### config.mk
export PLATFORM = sky130hd
export DESIGN_NAME = buffer_read_sequencer
export DESIGN_NICKNAME = d
export VERILOG_FILES = /design/src/rtl/buffer_read_sequencer_pkg.sv /design/src/rtl/buffer_read_sequencer_out_stage.sv /design/src/rtl/buffer_read_sequencer.sv
export SDC_FILE = /design/constraint.sdc
export NUM_CORES = 1
export LEC_CHECK = 0
export ABC_AREA = 1
export CORE_MARGIN = 4
export CORE_UTILIZATION = 25
export CTS_CLUSTER_DIAMETER = 150
export DETAILED_ROUTE_END_ITERATION = 8
export SYNTH_ARGS = -nofsm -noshare
export SYNTH_HDL_FRONTEND = slang
export SYNTH_SLANG_ARGS = --single-unit
### constraint.sdc
create_clock -name clk -period 2.8 [get_ports clk]
set_input_delay 0.7 -clock clk [delete_from_list [all_inputs] [get_ports clk]]
set_output_delay 0.7 -clock clk [all_outputs]
set_load 0.005 [all_outputs]
### src/rtl/buffer_read_sequencer_pkg.sv
// Shared constants for the buffer read sequencer: default geometry and the
// encoding of the three sequencer states.
package buffer_read_sequencer_pkg;

   localparam int DEF_DATA_WIDTH = 8;
   localparam int DEF_ADDR_WIDTH = 2;
   localparam int DEF_DEPTH      = 4;

   localparam logic [1:0] ST_IDLE  = 2'd0;
   localparam logic [1:0] ST_RUN   = 2'd1;
   localparam logic [1:0] ST_DRAIN = 2'd2;

endpackage

### src/rtl/buffer_read_sequencer_out_stage.sv
// Single-entry valid/ready output register. A new byte may be loaded whenever
// the register is empty or its current byte is being taken this cycle, so the
// held byte never changes while it is offered and not yet accepted.
module seq_out_stage
   import buffer_read_sequencer_pkg::*;
#(
   parameter int DATA_WIDTH = DEF_DATA_WIDTH
) (
   input  logic                  clk,
   input  logic                  rst,
   input  logic                  i_load,
   input  logic                  i_clear,
   input  logic [DATA_WIDTH-1:0] i_data,
   input  logic                  i_ready,
   output logic [DATA_WIDTH-1:0] o_data,
   output logic                  o_valid,
   output logic                  o_can_load
);

   logic [DATA_WIDTH-1:0] r_data;
   logic                  r_valid;

   // Room for a new byte: empty, or the current byte leaves this cycle.
   assign o_can_load = !r_valid || i_ready;
   assign o_data     = r_data;
   assign o_valid    = r_valid;

   // Capture a byte on load; drop valid when the last byte is consumed.
   always_ff @(posedge clk) begin
      if (!rst) begin
         r_data  <= '0;
         r_valid <= 1'b0;
      end else if (i_load) begin
         r_data  <= i_data;
         r_valid <= 1'b1;
      end else if (i_clear) begin
         r_valid <= 1'b0;
      end
   end

endmodule

### src/rtl/buffer_read_sequencer.sv
// Sequences a burst of 1..DEPTH consecutive reads from the small buffer,
// wrapping the address naturally, and streams each byte through a
// valid/ready output register. done pulses once after the last byte is taken.
module buffer_read_sequencer
   import buffer_read_sequencer_pkg::*;
#(
   parameter int DATA_WIDTH = DEF_DATA_WIDTH,
   parameter int ADDR_WIDTH = DEF_ADDR_WIDTH,
   parameter int DEPTH      = DEF_DEPTH
) (
   input  logic                  clk,
   input  logic                  rst,
   input  logic                  start,
   input  logic [ADDR_WIDTH-1:0] start_addr,
   input  logic [ADDR_WIDTH:0]   burst_len,
   output logic [ADDR_WIDTH-1:0] buffer_read_addr_out,
   input  logic [DATA_WIDTH-1:0] buffer_data_in,
   output logic                  buffer_hold,
   output logic [DATA_WIDTH-1:0] out_data,
   output logic                  out_valid,
   input  logic                  out_ready,
   output logic                  busy,
   output logic                  done
);

   localparam logic [ADDR_WIDTH:0] MAX_LEN = (ADDR_WIDTH+1)'(DEPTH);
   localparam logic [ADDR_WIDTH:0] LEN_ONE = (ADDR_WIDTH+1)'(1);

   logic [1:0]            r_state;
   logic [ADDR_WIDTH-1:0] r_addr;
   logic [ADDR_WIDTH:0]   r_remaining;
   logic                  r_done;

   logic [ADDR_WIDTH:0]   w_len;
   logic                  w_can_load;
   logic                  w_adv;
   logic                  w_drain_hs;

   // Requests longer than the buffer read every entry exactly once.
   assign w_len = (burst_len > MAX_LEN) ? MAX_LEN : burst_len;

   // A beat advances only in RUN and only when the output register has room.
   assign w_adv      = (r_state == ST_RUN) && w_can_load;
   // Final byte accepted by the consumer while draining.
   assign w_drain_hs = (r_state == ST_DRAIN) && out_valid && out_ready;

   assign busy                 = (r_state != ST_IDLE);
   assign buffer_hold          = (r_state != ST_IDLE);
   assign buffer_read_addr_out = r_addr;
   assign done                 = r_done;

   seq_out_stage #(
      .DATA_WIDTH (DATA_WIDTH)
   ) u_out_stage (
      .clk        (clk),
      .rst        (rst),
      .i_load     (w_adv),
      .i_clear    (w_drain_hs),
      .i_data     (buffer_data_in),
      .i_ready    (out_ready),
      .o_data     (out_data),
      .o_valid    (out_valid),
      .o_can_load (w_can_load)
   );

   // Burst control: accept start in IDLE, step address per beat, pulse done.
   always_ff @(posedge clk) begin
      if (!rst) begin
         r_state     <= ST_IDLE;
         r_addr      <= '0;
         r_remaining <= '0;
         r_done      <= 1'b0;
      end else begin
         r_done <= 1'b0;
         case (r_state)
            ST_IDLE: begin
               if (start) begin
                  if (w_len == '0) begin
                     // Empty burst: nothing to read, just acknowledge.
                     r_done <= 1'b1;
                  end else begin
                     r_addr      <= start_addr;
                     r_remaining <= w_len;
                     r_state     <= ST_RUN;
                  end
               end
            end
            ST_RUN: begin
               if (w_adv) begin
                  r_addr      <= r_addr + 1'b1;
                  r_remaining <= r_remaining - LEN_ONE;
                  if (r_remaining == LEN_ONE) begin
                     r_state <= ST_DRAIN;
                  end
               end
            end
            ST_DRAIN: begin
               if (w_drain_hs) begin
                  r_state <= ST_IDLE;
                  r_done  <= 1'b1;
               end
            end
            default: begin
               r_state <= ST_IDLE;
            end
         endcase
      end
   end

endmodule

* Word level (Yosys, flattened, before mapping) *
Cells that the tools add are included.

storage, ports and cells
  bits in registers = 17
  output and inout port bits = 14
  logic and storage cells = 50

operators by class
  $add $sub $neg = 2
  $lt $le $gt $ge = 1
  equality and inequality tests = 8
  mux-type cells = 21
  reduce and logical (&&, ||, !) cells = 12

operator list
  kind                                               number
  two-way mux 2 bit                                  8
  two-way mux 3 bit                                  4
  != test 2 x 1 -> 1 bit (second input constant)     3
  one-hot mux 2 bit (3 select lines)                 1
  one-hot mux 3 bit (2 select lines)                 1
  nonzero test 2 bit                                 3
  two-way mux 1 bit                                  5
  AND reduction 5 bit                                1
  != test 2 bit (second input constant)              2
  one-hot mux 2 bit (2 select lines)                 1
  AND reduction 4 bit                                1
  == test 3 x 1 -> 1 bit (second input constant)     1
  > comparator 3 bit (second input constant)         1
  logical AND 1 bit                                  3
  zero test 3 bit                                    1
  subtractor 3 x 1 -> 3 bit (second input constant)  1
  adder 2 x 1 -> 2 bit (second input constant)       1
  == test 2 x 1 -> 1 bit (second input constant)     1
  == test 2 bit (second input constant)              1
  zero test 2 bit                                    1
  one-hot mux 1 bit (2 select lines)                 1
  zero test 1 bit                                    1
  logical OR 1 bit                                   1

* Longest topological paths before layout *
  word-level depth = 6
  mapped depth = 9

* By module *
Synthesis repeated with hierarchy kept, for this count alone.

second synthesis, totals
  cell total of the unflattened synthesis = 129
  area total of the unflattened synthesis = 849.6 um^2

modules (own cells, without submodules)
  module                 times used  cells each  area an instance (um^2)
  buffer_read_sequencer  1           89          538.0
  seq_out_stage          1           40          311.5

* Worst setup path after synthesis *
No wires, ideal clock.

  kind = reg2out
  start = reg r_state[1]
  end = out busy
  arrival = 0.657 ns
  data required time = 2.100 ns
  path slack = 1.443 ns
  cell stages (with the launch flop) = 4
  cells stage by stage = dfxtp_1 -> inv_1 -> nand2_1 -> buf_4

between the ends
  longest elaborated chain between the ends = 1

ends and longest elaborated chain
  what                    line                         RTL
  from (decl)             buffer_read_sequencer.sv:29  logic [1:0] r_state;
  from (signal assigned)  buffer_read_sequencer.sv:69  r_state <= ST_IDLE;
  from (signal assigned)  buffer_read_sequencer.sv:84  r_state <= ST_RUN;
  from (signal assigned)  buffer_read_sequencer.sv:93  r_state <= ST_DRAIN;
  nonzero test 2 bit      -
  to (decl)               buffer_read_sequencer.sv:22  output logic busy,

Every way passes these cells.

* Worst setup path in the final report *
  start = reg r_state[1]
  end = out buffer_hold

between the ends
  longest elaborated chain between the ends = 1

ends and longest elaborated chain
  what                line                         RTL
  nonzero test 2 bit  buffer_read_sequencer.sv:48  assign buffer_hold = (r_state != ST_IDLE);
  to (decl)           buffer_read_sequencer.sv:18  output logic buffer_hold,

Every way passes these cells.

==> impl_metrics.prom <==
# TYPE chip_impl_metric gauge
chip_impl_metric{name="switching_share",unit="%"} 41.08
chip_impl_metric{name="crit_arrival",unit="ns"} 1.41
chip_impl_metric{name="post_synth_xor_area_fraction",unit="%"} 0
chip_impl_info{name="yosys.area.top_type",value="dfxtp_1"} 1
chip_impl_metric{name="layout_worst_path_cycle_share",unit="%"} 75.31
chip_impl_info{name="cts_tree",value="done"} 1
chip_impl_metric{name="routed_wl",unit="mm"} 2.044
chip_impl_metric{name="clock_skew",unit="ns"} 0.01289
chip_impl_metric{name="floorplan.initialDensity",unit="%"} 25.72
chip_impl_metric{name="dr.first_iter.drc_count",unit=""} 16
chip_impl_metric{name="synth_cell_type_count",unit=""} 15
chip_impl_metric{name="port-buffer-count",unit=""} 30
chip_impl_metric{name="first_pass_iters",unit=""} 5
chip_impl_metric{name="maxCapViolations",unit=""} 0
chip_impl_metric{name="post_route_drc_violation_count",unit=""} 0
chip_impl_metric{name="fin_tns_setup",unit="ns"} 0
chip_impl_metric{name="post_drt_wl_per_cell",unit="um"} 9.827
chip_impl_metric{name="period_minus_slack",unit="ns"} 2.109
chip_impl_info{name="unrepaired_setup_endpoints_after_global_routing",value="false"} 1
chip_impl_metric{name="h-tree-depth",unit=""} 1
chip_impl_metric{name="core",unit="um2"} 3337
chip_impl_metric{name="finalSetupViolations",unit=""} 0
chip_impl_metric{name="tightest_slew",unit="ns"} 0.3436
chip_impl_metric{name="p_total",unit="uW"} 1148
chip_impl_metric{name="num-fill-cells",unit=""} 365
chip_impl_metric{name="drtAntennaViolNets",unit=""} 0
chip_impl_metric{name="pin_count",unit=""} 31
chip_impl_metric{name="yosys.area.top_type_share",unit="%"} 39.65
chip_impl_metric{name="global_route.usage.total",unit="%"} 10.57
chip_impl_metric{name="ir_drop",unit="V"} 0.0003792
chip_impl_metric{name="fp.dieArea",unit="um2"} 4435
chip_impl_metric{name="cell_internal_pwr",unit="uW"} 676.3
chip_impl_metric{name="post-route-worst-setup-slack",unit="ns"} 0.6914
chip_impl_metric{name="synthAdderAreaFrac",unit="%"} 2.915
chip_impl_metric{name="worstPathRequired",unit="ns"} 2.10
chip_impl_metric{name="fin_util",unit="%"} 36.93
chip_impl_info{name="worstSetupEndpointType",value="output port"} 1
chip_impl_metric{name="synth_area_in_compound_gates",unit="%"} 11.66
chip_impl_info{name="crit_path_start_kind",value="flop"} 1
chip_impl_metric{name="postSynthAreaPerCell",unit="um2"} 6.602
chip_impl_info{name="clock_tree.root_cell",value="clkbuf_4"} 1
chip_impl_metric{name="grt.overflow.total",unit=""} 0
chip_impl_metric{name="synth.yosys.seq_area_share",unit="%"} 39.65
chip_impl_metric{name="share_seq_of_total_power",unit="%"} 34.2
chip_impl_metric{name="number_of_antenna_violations_at_the_first_check_in_global_routing",unit=""} 0
chip_impl_metric{name="max_freq",unit="MHz"} 474.2
chip_impl_metric{name="syn_area",unit="um2"} 858.3
chip_impl_info{name="combinational_family_with_the_most_area_after_synthesis",value="simple AND/OR/NAND/NOR gates"} 1
chip_impl_metric{name="relSlewSlack",unit="%"} 77.02
chip_impl_metric{name="clock_sinks",unit=""} 17
chip_impl_metric{name="number_of_global_route_vias_before_repair",unit=""} 865
chip_impl_metric{name="total_leakage_power",unit="uW"} 0.0005274
chip_impl_metric{name="detailed_place_hpwl",unit="mm"} 1.618
chip_impl_info{name="path_class",value="reg2out"} 1
chip_impl_metric{name="gp_weighted_congestion",unit=""} 0.7796
chip_impl_metric{name="grt_start_max_net_pins",unit=""} 12
chip_impl_metric{name="area_delta_synth_final",unit="%"} 43.59
chip_impl_metric{name="power.density",unit="nW/um2"} 931.4
chip_impl_info{name="status",value="completed"} 1
chip_impl_metric{name="hold_viol_final",unit=""} 0
chip_impl_metric{name="rows",unit=""} 21
chip_impl_metric{name="n_antenna_cell",unit=""} 0
chip_impl_metric{name="vias",unit=""} 870
chip_impl_metric{name="drive_above_1_share",unit="%"} 8.025
chip_impl_metric{name="place_worst_setup_slack",unit="ns"} 0.8619
chip_impl_info{name="worstHoldPathType",value="reg2reg"} 1
chip_impl_metric{name="clk_pin_slew",unit="ns"} 0.11
chip_impl_metric{name="yosys_warnings",unit=""} 0
chip_impl_metric{name="floorplan.die.width",unit="um"} 66.60
chip_impl_metric{name="post_drt_via_cell_ratio",unit=""} 4.183
chip_impl_metric{name="ctsResizeCount",unit=""} 0
chip_impl_metric{name="drv_slew",unit=""} 0
chip_impl_metric{name="clock_power_share",unit="%"} 11.9
chip_impl_metric{name="share_comb_of_total_power",unit="%"} 53.8
chip_impl_metric{name="cts_inserted_buffers",unit=""} 3
chip_impl_metric{name="grt_first_pass_wirelength",unit="mm"} 3.594
chip_impl_metric{name="synthMuxAreaShare",unit="%"} 0
chip_impl_metric{name="post_synth_and_or_nand_nor_area_fraction",unit="%"} 37.46
chip_impl_metric{name="switching_power",unit="uW"} 471.5
chip_impl_metric{name="maximum_net_fanout_on_the_critical_path",unit=""} 3
chip_impl_metric{name="flip_flop_and_latch_count_after_synthesis",unit=""} 17
chip_impl_info{name="synth_area_leaders",value="dfxtp_1 (40%), nand2_1 (14%), nor2_1 (11%)"} 1
chip_impl_metric{name="maximum_buffer_depth_of_the_clock_tree",unit=""} 2
chip_impl_metric{name="holdBufCountCts",unit=""} 0
chip_impl_metric{name="synth.net_count",unit=""} 149
chip_impl_metric{name="post_synth_inst_count",unit=""} 130
chip_impl_metric{name="cts.repair_timing.setup_buffer_count",unit=""} 0
chip_impl_metric{name="worstSkewPairLatency",unit="ns"} 0.30
chip_impl_metric{name="die_y",unit="um"} 66.60
chip_impl_metric{name="nNetsFinal",unit=""} 182
==> worst paths after layout <==
path	from	slack [ns]	cells past startpoint	to
worst min register to register	u_out_stage.o_data[0]$_SDFFE_PN0P_	0.50	2	u_out_stage.o_data[0]$_SDFFE_PN0P_
worst max register to register	r_remaining[0]$_SDFFE_PN0P_	1.49	7	r_remaining[2]$_SDFFE_PN0P_
worst min-delay path	u_out_stage.o_data[0]$_SDFFE_PN0P_	0.50	2	u_out_stage.o_data[0]$_SDFFE_PN0P_
worst max-delay path	r_state[1]$_SDFFE_PN0P_	0.69	3	buffer_hold
==> power by group through the flow <==
| stage | Clock (uW) | Combinational, uW | Sequential, uW |
|---|---|---|---|
| finish | 137 | 618 | 393 |
| global route | 160 | 706 | 407 |
| CTS | 142 | 629 | 395 |
| detailed placement | 0 | 626 | 400 |
| global placement | 0 | 612 | 397 |
| floorplan | 0 | 389 | 395 |
==> through the flow <==
stage | area [um2] | hold WS (ns) | cells
2_1_floorplan | 858.3 | 0.4516 | 130
6_report | 1232 | 0.4965 | 208
3_5_place_dp | 1205 | 0.4795 | 204
5_1_grt | 1232 | 0.5109 | 208
4_1_cts | 1232 | 0.4995 | 208
3_3_place_gp | 1205 | 0.4727 | 204
==> cell usage after synthesis <==
cell type	count
a21oi_1	8
buf_4	1
clkbuf_1	1
dfxtp_1	17
ha_1	2
inv_1	14
inv_2	2
nand2_1	32
nand2_2	2
nand2_4	3
nand3_1	8
nor2_1	26
nor2_4	1
o21ai_0	12
or2_2	1
==> cell type report <==
class,count,area (um2),share of cell area (%)
multi-input cells,95,446.7,36.24
repair buffers,30,300.3,24.37
inverters,16,60.06,4.873
well taps,46,57.56,4.670
clock inverters,1,5.005,0.4061
flip-flops and latches,17,340.3,27.61
clock buffers,3,22.52,1.827
==> registers in the layout, summed over array words and instances, names as in the netlist <==
signal / count
buffer_read_addr_out: 2
done: 1
r_remaining: 3
r_state: 2
u_out_stage.o_data: 8
u_out_stage.o_valid: 1
==> placed cells by master, fill, tap and decap left out <==
cell | netlist | final
dfxtp_1 | 17 | 17
clkbuf_4 | 0 | 3
inv_1 | 14 | 14
nor2_4 | 1 | 1
clkdlybuf4s50_1 | 0 | 30
nor2_1 | 26 | 26
nand3_1 | 8 | 8
ha_1 | 2 | 2
nand2_4 | 3 | 3
nand2_1 | 32 | 32
o21ai_0 | 12 | 12
nand2_2 | 2 | 2
inv_2 | 2 | 2
clkinv_2 | 0 | 1
a21oi_1 | 8 | 8
or2_2 | 1 | 1
==> metal layers <==
metal  track usage, %  vias to the layer above  share of wire, %
li1                 -                      465                 -
met1            11.42                      373                43
met2            18.56                       30                47
met3            4.047                        2               9.1
met4            3.807                        0              0.88
met5                0                        -                 0
==> worst max-delay path, cell delays in order (launching register included) <==
cell and delay [ns]:
dfxtp_1 0.41, inv_1 0.09, nand2_1 0.10, clkdlybuf4s50_1 0.51
==> cells by family (layout without fill, tap and decap cells) <==
family / Yosys count / after routing
buffers and inverters: 18 / 50
AO/OA/AOI/OAI: 20 / 20
adder cells (fa/ha/maj): 2 / 2
flip-flops: 17 / 17
AND/OR/NAND/NOR: 73 / 73
Power figures use the tool's default switching activity.
